<file path="src/rtl/game_pkg.sv">
// Shared types and defaults for the shooter game sequencer.
package game_pkg;

  typedef enum logic [1:0] {
    IDLE    = 2'b00,
    PLAY    = 2'b01,
    RESPAWN = 2'b10,
    OVER    = 2'b11
  } game_state_t;

  typedef logic [3:0] bcd_t;

  localparam int DEF_LIVES          = 3;
  localparam int DEF_HITS_PER_LEVEL = 5;
  localparam int DEF_MAX_LEVEL      = 7;
  localparam int DEF_RESPAWN_FRAMES = 60;
  localparam int DEF_SPAWN_BASE     = 90;
  localparam int DEF_SPAWN_STEP     = 10;
  localparam int DEF_OBJ_V_BASE     = 5;

  // Two-digit BCD increment that sticks at 99 instead of wrapping.
  function automatic logic [7:0] bcd_sat_inc(input bcd_t tens, input bcd_t units);
    logic [7:0] res;
    if ((tens == 4'd9) && (units == 4'd9)) begin
      res = {tens, units};
    end else if (units == 4'd9) begin
      res = {tens + 4'd1, 4'd0};
    end else begin
      res = {tens, units + 4'd1};
    end
    return res;
  endfunction

endpackage

</file>
<file path="src/rtl/game_ctrl_if.sv">
// Event inputs and status outputs exchanged between game_ctrl and the graphics datapath.
interface game_ctrl_if;
  import game_pkg::*;

  logic       refr_tick;
  logic       start_pulse;
  logic       hit;
  logic       miss;
  logic       bomb_hit;
  logic       game_stop;
  logic       game_over;
  logic [1:0] life;
  logic [2:0] level;
  bcd_t       dig1;
  bcd_t       dig0;
  logic [3:0] obj_v;
  logic       spawn_req;
  logic       spawn_bomb;

  modport master (
    output refr_tick, start_pulse, hit, miss, bomb_hit,
    input  game_stop, game_over, life, level, dig1, dig0, obj_v, spawn_req, spawn_bomb
  );

  modport slave (
    input  refr_tick, start_pulse, hit, miss, bomb_hit,
    output game_stop, game_over, life, level, dig1, dig0, obj_v, spawn_req, spawn_bomb
  );
endinterface

</file>
<file path="src/rtl/bcd_score_counter.sv">
// Two-digit BCD score register with synchronous clear and saturating increment.
module bcd_score_counter
  import game_pkg::*;
(
  input  logic clk,
  input  logic rst,
  input  logic clr,
  input  logic inc,
  output bcd_t dig1,
  output bcd_t dig0
);

  bcd_t       dig1_r;
  bcd_t       dig0_r;
  logic [7:0] nxt_s;

  // Next score: clear has priority over increment.
  always_comb begin
    nxt_s = {dig1_r, dig0_r};
    if (clr) begin
      nxt_s = 8'h00;
    end else if (inc) begin
      nxt_s = bcd_sat_inc(dig1_r, dig0_r);
    end else begin
      nxt_s = {dig1_r, dig0_r};
    end
  end

  // Score digit registers.
  always_ff @(posedge clk or posedge rst) begin
    if (rst) begin
      dig1_r <= 4'd0;
      dig0_r <= 4'd0;
    end else begin
      dig1_r <= nxt_s[7:4];
      dig0_r <= nxt_s[3:0];
    end
  end

  assign dig1 = dig1_r;
  assign dig0 = dig0_r;

endmodule

</file>
<file path="src/rtl/game_ctrl.sv">
// Game sequencer: state machine, lives, level, score and per-frame spawn scheduling.
module game_ctrl
  import game_pkg::*;
#(
  parameter int LIVES          = DEF_LIVES,
  parameter int HITS_PER_LEVEL = DEF_HITS_PER_LEVEL,
  parameter int MAX_LEVEL      = DEF_MAX_LEVEL,
  parameter int RESPAWN_FRAMES = DEF_RESPAWN_FRAMES,
  parameter int SPAWN_BASE     = DEF_SPAWN_BASE,
  parameter int SPAWN_STEP     = DEF_SPAWN_STEP,
  parameter int OBJ_V_BASE     = DEF_OBJ_V_BASE
) (
  input logic        clk,
  input logic        rst,
  game_ctrl_if.slave bus
);

  localparam logic [1:0] LIFE_INIT = 2'(LIVES);
  localparam logic [2:0] LVL_MAX   = 3'(MAX_LEVEL);
  localparam logic [7:0] HIT_WRAP  = 8'(HITS_PER_LEVEL - 1);
  localparam logic [7:0] RESP_LOAD = 8'(RESPAWN_FRAMES);
  localparam logic [6:0] SP_BASE   = 7'(SPAWN_BASE);
  localparam logic [6:0] SP_STEP   = 7'(SPAWN_STEP);
  localparam logic [3:0] V_BASE    = 4'(OBJ_V_BASE);

  game_state_t state_r, state_s;
  logic [1:0]  life_r, life_s;
  logic [2:0]  level_r, level_s;
  logic [7:0]  hit_cnt_r, hit_cnt_s;
  logic [7:0]  resp_cnt_r, resp_cnt_s;
  logic [6:0]  spawn_cnt_r, spawn_cnt_s;
  logic [1:0]  spawn_seq_r, spawn_seq_s;
  logic        spawn_req_r, spawn_req_s;
  logic        spawn_bomb_r, spawn_bomb_s;
  logic        game_stop_r, game_over_r;
  logic [3:0]  obj_v_r;
  logic        score_clr_s, score_inc_s, loss_s;
  logic [6:0]  interval_s;
  bcd_t        dig1_s, dig0_s;

  assign loss_s     = bus.miss | bus.bomb_hit;
  assign interval_s = SP_BASE - (SP_STEP * {4'd0, level_r});

  // Next-state, scoring, life and spawn decisions.
  always_comb begin
    state_s      = state_r;
    life_s       = life_r;
    level_s      = level_r;
    hit_cnt_s    = hit_cnt_r;
    resp_cnt_s   = resp_cnt_r;
    spawn_cnt_s  = spawn_cnt_r;
    spawn_seq_s  = spawn_seq_r;
    spawn_req_s  = 1'b0;
    spawn_bomb_s = 1'b0;
    score_clr_s  = 1'b0;
    score_inc_s  = 1'b0;
    case (state_r)
      IDLE: begin
        score_clr_s = 1'b1;
        life_s      = LIFE_INIT;
        hit_cnt_s   = 8'd0;
        resp_cnt_s  = 8'd0;
        spawn_cnt_s = 7'd0;
        spawn_seq_s = 2'd0;
        if (bus.start_pulse) begin
          state_s = PLAY;
          level_s = 3'd1;
        end else begin
          state_s = IDLE;
          level_s = 3'd0;
        end
      end
      PLAY: begin
        // A hit in the same cycle as a loss still counts before the loss.
        if (bus.hit) begin
          score_inc_s = 1'b1;
          if (hit_cnt_r >= HIT_WRAP) begin
            hit_cnt_s = 8'd0;
            if (level_r < LVL_MAX) begin
              level_s = level_r + 3'd1;
            end else begin
              level_s = level_r;
            end
          end else begin
            hit_cnt_s = hit_cnt_r + 8'd1;
          end
        end else begin
          score_inc_s = 1'b0;
        end
        if (loss_s) begin
          if (life_r == 2'd1) begin
            life_s  = 2'd0;
            state_s = OVER;
          end else begin
            life_s      = life_r - 2'd1;
            resp_cnt_s  = RESP_LOAD;
            spawn_cnt_s = 7'd0;
            state_s     = RESPAWN;
          end
        end else if (bus.refr_tick) begin
          if ((spawn_cnt_r + 7'd1) >= interval_s) begin
            spawn_cnt_s  = 7'd0;
            spawn_req_s  = 1'b1;
            spawn_bomb_s = (spawn_seq_r == 2'd3);
            spawn_seq_s  = spawn_seq_r + 2'd1;
          end else begin
            spawn_cnt_s = spawn_cnt_r + 7'd1;
          end
        end else begin
          spawn_cnt_s = spawn_cnt_r;
        end
      end
      RESPAWN: begin
        if (bus.start_pulse && (resp_cnt_r == 8'd0)) begin
          state_s = PLAY;
        end else begin
          state_s = RESPAWN;
        end
        if (bus.refr_tick && (resp_cnt_r != 8'd0)) begin
          resp_cnt_s = resp_cnt_r - 8'd1;
        end else begin
          resp_cnt_s = resp_cnt_r;
        end
      end
      OVER: begin
        if (bus.start_pulse) begin
          state_s     = IDLE;
          score_clr_s = 1'b1;
          life_s      = LIFE_INIT;
          level_s     = 3'd0;
          hit_cnt_s   = 8'd0;
          resp_cnt_s  = 8'd0;
          spawn_cnt_s = 7'd0;
          spawn_seq_s = 2'd0;
        end else begin
          state_s = OVER;
        end
      end
      default: begin
        state_s = IDLE;
      end
    endcase
  end

  // State, counters and registered outputs.
  always_ff @(posedge clk or posedge rst) begin
    if (rst) begin
      state_r      <= IDLE;
      life_r       <= LIFE_INIT;
      level_r      <= 3'd0;
      hit_cnt_r    <= 8'd0;
      resp_cnt_r   <= 8'd0;
      spawn_cnt_r  <= 7'd0;
      spawn_seq_r  <= 2'd0;
      spawn_req_r  <= 1'b0;
      spawn_bomb_r <= 1'b0;
      game_stop_r  <= 1'b1;
      game_over_r  <= 1'b0;
      obj_v_r      <= V_BASE;
    end else begin
      state_r      <= state_s;
      life_r       <= life_s;
      level_r      <= level_s;
      hit_cnt_r    <= hit_cnt_s;
      resp_cnt_r   <= resp_cnt_s;
      spawn_cnt_r  <= spawn_cnt_s;
      spawn_seq_r  <= spawn_seq_s;
      spawn_req_r  <= spawn_req_s;
      spawn_bomb_r <= spawn_bomb_s;
      game_stop_r  <= (state_s != PLAY);
      game_over_r  <= (state_s == OVER);
      obj_v_r      <= V_BASE + {1'b0, level_s};
    end
  end

  bcd_score_counter u_score (
    .clk  (clk),
    .rst  (rst),
    .clr  (score_clr_s),
    .inc  (score_inc_s),
    .dig1 (dig1_s),
    .dig0 (dig0_s)
  );

  assign bus.game_stop  = game_stop_r;
  assign bus.game_over  = game_over_r;
  assign bus.life       = life_r;
  assign bus.level      = level_r;
  assign bus.dig1       = dig1_s;
  assign bus.dig0       = dig0_s;
  assign bus.obj_v      = obj_v_r;
  assign bus.spawn_req  = spawn_req_r;
  assign bus.spawn_bomb = spawn_bomb_r;

endmodule

</file>
<file path="src/flat_wrapper.sv">
// flat-port wrapper written by rule: the top's interface ports become plain ports
module game_ctrl_flat import game_pkg::*;
#(
  parameter int LIVES          = DEF_LIVES,
  parameter int HITS_PER_LEVEL = DEF_HITS_PER_LEVEL,
  parameter int MAX_LEVEL      = DEF_MAX_LEVEL,
  parameter int RESPAWN_FRAMES = DEF_RESPAWN_FRAMES,
  parameter int SPAWN_BASE     = DEF_SPAWN_BASE,
  parameter int SPAWN_STEP     = DEF_SPAWN_STEP,
  parameter int OBJ_V_BASE     = DEF_OBJ_V_BASE
)
  (clk, rst, bus_refr_tick, bus_start_pulse, bus_hit, bus_miss, bus_bomb_hit, bus_game_stop, bus_game_over, bus_life, bus_level, bus_dig1, bus_dig0, bus_obj_v, bus_spawn_req, bus_spawn_bomb);
  game_ctrl_if bus_i ();
  input logic clk;
  input logic rst;
  input wire logic [$bits(bus_i.refr_tick)-1:0] bus_refr_tick;
  input wire logic [$bits(bus_i.start_pulse)-1:0] bus_start_pulse;
  input wire logic [$bits(bus_i.hit)-1:0] bus_hit;
  input wire logic [$bits(bus_i.miss)-1:0] bus_miss;
  input wire logic [$bits(bus_i.bomb_hit)-1:0] bus_bomb_hit;
  output wire logic [$bits(bus_i.game_stop)-1:0] bus_game_stop;
  output wire logic [$bits(bus_i.game_over)-1:0] bus_game_over;
  output wire logic [$bits(bus_i.life)-1:0] bus_life;
  output wire logic [$bits(bus_i.level)-1:0] bus_level;
  output wire logic [$bits(bus_i.dig1)-1:0] bus_dig1;
  output wire logic [$bits(bus_i.dig0)-1:0] bus_dig0;
  output wire logic [$bits(bus_i.obj_v)-1:0] bus_obj_v;
  output wire logic [$bits(bus_i.spawn_req)-1:0] bus_spawn_req;
  output wire logic [$bits(bus_i.spawn_bomb)-1:0] bus_spawn_bomb;
  assign bus_i.refr_tick = bus_refr_tick;
  assign bus_i.start_pulse = bus_start_pulse;
  assign bus_i.hit = bus_hit;
  assign bus_i.miss = bus_miss;
  assign bus_i.bomb_hit = bus_bomb_hit;
  assign bus_game_stop = bus_i.game_stop;
  assign bus_game_over = bus_i.game_over;
  assign bus_life = bus_i.life;
  assign bus_level = bus_i.level;
  assign bus_dig1 = bus_i.dig1;
  assign bus_dig0 = bus_i.dig0;
  assign bus_obj_v = bus_i.obj_v;
  assign bus_spawn_req = bus_i.spawn_req;
  assign bus_spawn_bomb = bus_i.spawn_bomb;
  game_ctrl #(.LIVES(LIVES), .HITS_PER_LEVEL(HITS_PER_LEVEL), .MAX_LEVEL(MAX_LEVEL), .RESPAWN_FRAMES(RESPAWN_FRAMES), .SPAWN_BASE(SPAWN_BASE), .SPAWN_STEP(SPAWN_STEP), .OBJ_V_BASE(OBJ_V_BASE)) u_core (.clk(clk), .rst(rst), .bus(bus_i));
endmodule
</file>
<file path="config.mk">
export PLATFORM = sky130hd
export DESIGN_NAME = game_ctrl_flat
export DESIGN_NICKNAME = d
export VERILOG_FILES = /design/src/rtl/game_pkg.sv /design/src/rtl/game_ctrl_if.sv /design/src/rtl/bcd_score_counter.sv /design/src/rtl/game_ctrl.sv /design/src/flat_wrapper.sv
export SDC_FILE = /design/constraint.sdc
export NUM_CORES = 1
export LEC_CHECK = 0
export ABC_CLOCK_PERIOD_IN_PS = 3400
export BUFFER_PORTS_ARGS = -buffer_cell sky130_fd_sc_hd__buf_2
export CAP_MARGIN = 20
export CORE_ASPECT_RATIO = 1.75
export CORE_MARGIN = 10
export CORE_UTILIZATION = 59
export CTS_CLUSTER_SIZE = 16
export DETAILED_ROUTE_END_ITERATION = 6
export GPL_TIMING_DRIVEN = 0
export MAX_ROUTING_LAYER = met4
export PLACE_DENSITY = 0.81
export SLEW_MARGIN = 20
export SYNTH_ARGS = -nofsm -noshare
export SYNTH_HDL_FRONTEND = slang
export SYNTH_SLANG_ARGS = --single-unit
</file>
<file path="constraint.sdc">
create_clock -name clk -period 3.4 [get_ports clk]
set_input_delay 0.17 -clock clk [delete_from_list [all_inputs] [get_ports clk]]
set_output_delay 0.17 -clock clk [all_outputs]
set_load 0.01 [all_outputs]
</file>
==> metrics <==
clock latency on the worst-skew pair approximately 0.30 ns; Least-Margin Pin Slew 0.6219 ns; number of antenna violations at the first check in global routing 0; # IOs 28; Fin Setup TNS 0 ns; HP Class in2reg; PortBufs 27; clock sinks 48; initial core utilization 0.6087; Worst VDD drop about 0.56 mV; die area 0.008099 mm^2; Fill cells 417; top post-synthesis cells by area dfrtp_1 (38%), ha_1 (12%), dfstp_2 (4.6%); H-tree depth 2; DP HPWL about 4700 um; Max Cap Viol 0; Worst R2R Start u_core.bus.level[1]; CTS root buffer clkbuf_8; Global Route Usage Sum 0.1589; Synth top area share 0.3789; pwr dens approximately 630 mW/mm^2; Final Cycle Share 0.9071; synthesized area 0.002840 mm^2; Rel. slew slack 0.5845; Worst Path Class, Setup reg2reg; hold path startpoint bus_hit; clk buf depth 2; skew final 0.006124 ns; maximum number of pins on one net before global-route repair 28; row count 33; commonest non-fill, non-tap cells in the layout dfrtp_1 (43), nor2_1 (32), buf_2 (28), ha_1 (27); width of the chip 72.45 um; Post-synth EDFFs 0; syn nets 338; hold depth 3; Max Fclk around 0.32 GHz; type of origin of the critical path flop; cts repair resizes 0; Mean Syn Cell Area 9.343 um^2; vias in the first global route 2412; Syn Inst Count 304; FFs w/ async S/R, synth 1.000; register area share after synthesis 0.4251; Layout area overhead 12.03%; Yosys warning count 0; reg-to-reg setup timing slack around 0.32 ns; #FFs+latches synth 48; cts bufs inserted 5; Setup Viol. Count Final 0; CTS tree done; commonest non-fill, non-tap cell in the layout dfrtp_1; hold_ws 0.2022 ns; GP Congestion 0.8781; DRT iter0 DRCs 73; Worst Path Required 3.59 ns; gr ovfl total 0; first-pass GRT wire length 10530 um; FF-to-FF End u_core.spawn_cnt_r[3]; Setup Buffers After CTS 0; ys flop type dfrtp_1; hold buffer count at CTS 1; Die H about 110 um; cell taking the most area after synthesis dfrtp_1; outcome finished clean; layout cells sized above 1 0.1554; RSZ-0062 raised after global routing no; # DRC 0; fin cells 393; Critical Path Start u_core.bus.level[1]; via count between 2000 and 2500; Pre-Repair DR Iteration Count 5; drt total wl 6070 um; Inserted Diodes 0; critical path arrival 3.27 ns; Multi-input gate area 0.001514 mm^2; CP endpoint kind flop; Synth cell types 54; # nets final 374; Pleak 1.566 nW; Crit Path Max Fanout 10; wire per inst between 15 and 20 um; register area 0.001207 mm^2; Placed Cells 384; Via density between 5 and 6; Worst-path clk slew 0.09 ns; Routed Antenna Nets 0; hold worst-path end u_core.bus.obj_v[0]; core box area 0.004666 mm^2; Final Max Tran Viols 0; final hold viol count 0; crit path time final 3.084 ns; worst reg-to-reg path cell count 11
-- report_power, final --
group          switching (mW)  internal (mW)
clock network           0.188          0.218
registers              0.0869          0.679
logic                   0.516          0.312
-- how the worst max path moves through the flow --
| stage | end | depth (start not counted) |
|---|---|---|
| 3_5_place_dp | u_core.spawn_cnt_r[3] | 11 |
| 6_report | u_core.spawn_cnt_r[3] | 11 |
| 4_1_cts | u_core.spawn_cnt_r[3] | 11 |
| 3_3_place_gp | u_core.spawn_cnt_r[3] | 11 |
| 2_1_floorplan | u_core.spawn_cnt_r[1] | 12 |
| 5_1_grt | u_core.spawn_cnt_r[3] | 11 |
-- final cells by class --
cell class              instances  area share
repair buffers                 29     0.05191
flip-flops and latches         48      0.3795
clock buffers                   5     0.02163
multi-input cells             227      0.4758
inverters                      23     0.02713
well taps                      52     0.02045
plain buffers                   6     0.01022
clock inverters                 3     0.01337
-- critical path: stages, from the launching register on --
cell and delay [ns]:
dfrtp_1 0.40, clkbuf_1 0.35, and2_1 0.19, ha_1 0.26, o22ai_1 0.17, a21oi_1 0.10
xor2_1 0.17, ha_1 0.30, nand4_1 0.09, o21ai_1 0.48, nor2_1 0.20, a22o_1 0.28
-- per-layer routing --
metal / up-vias / share of wire / global-route usage / routed length (um)
met1: 1095 / 0.40 / 0.1654 / 2421
met3: 11 / 0.027 / 0.02667 / 166
met2: 43 / 0.55 / 0.2841 / 3361
li1: 1152 / - / - / -
met4: 0 / 0.020 / 0.06107 / 121
met5: - / 0 / - / 0
-- flip-flops by register name (all words and copies together) (netlist names), 2 cells and up --
register,flops
u_core.bus.level,3
u_core.bus.life,2
u_core.bus.obj_v,4
u_core.hit_cnt_r,8
u_core.resp_cnt_r,8
u_core.spawn_cnt_r,7
u_core.spawn_seq_r,2
u_core.state_r,2
u_core.u_score.dig0,4
u_core.u_score.dig1,4
-- metrics by stage --
step / power [mW] / utilization / setup WS [ns] / area (um^2)
detailed placement: 1.592 / 0.6559 / 0.3478 / 3060
finish: 1.999 / 0.6820 / 0.3158 / 3182
global route: 2.165 / 0.6820 / 0.1339 / 3182
global placement: 1.565 / 0.6516 / 0.4265 / 3040
floorplan: 1.358 / - / 0.7297 / 2840
CTS: 2.013 / 0.6820 / 0.3498 / 3182
-- kinds of logic after synthesis --
logic type / after synthesis / share of synthesized area
compound gates: 79 / 0.1815
xor+xnor: 12 / 0.03700
fa+ha+maj: 27 / 0.1189
buf+inv: 29 / 0.04185
flops: 48 / 0.4251
mux: 2 / 0.007049
simple gates: 107 / 0.1885
-- Yosys cell counts, types with 3 or more instances --
master	instances
nor2b_1	4
a21oi_1	19
inv_1	23
nor3_1	5
and2_1	8
xnor2_1	7
a31oi_1	5
nand2_1	22
a22o_1	6
nor2_1	32
ha_1	27
nor4_1	3
dfstp_2	5
nand3_1	8
o21ai_0	19
o31ai_1	3
nand4_1	4
or2_2	3
nand2b_1	4
clkbuf_1	3
and3_1	4
xor2_1	5
dfrtp_1	43
Note: power is estimated with default switching activity, not from simulation.
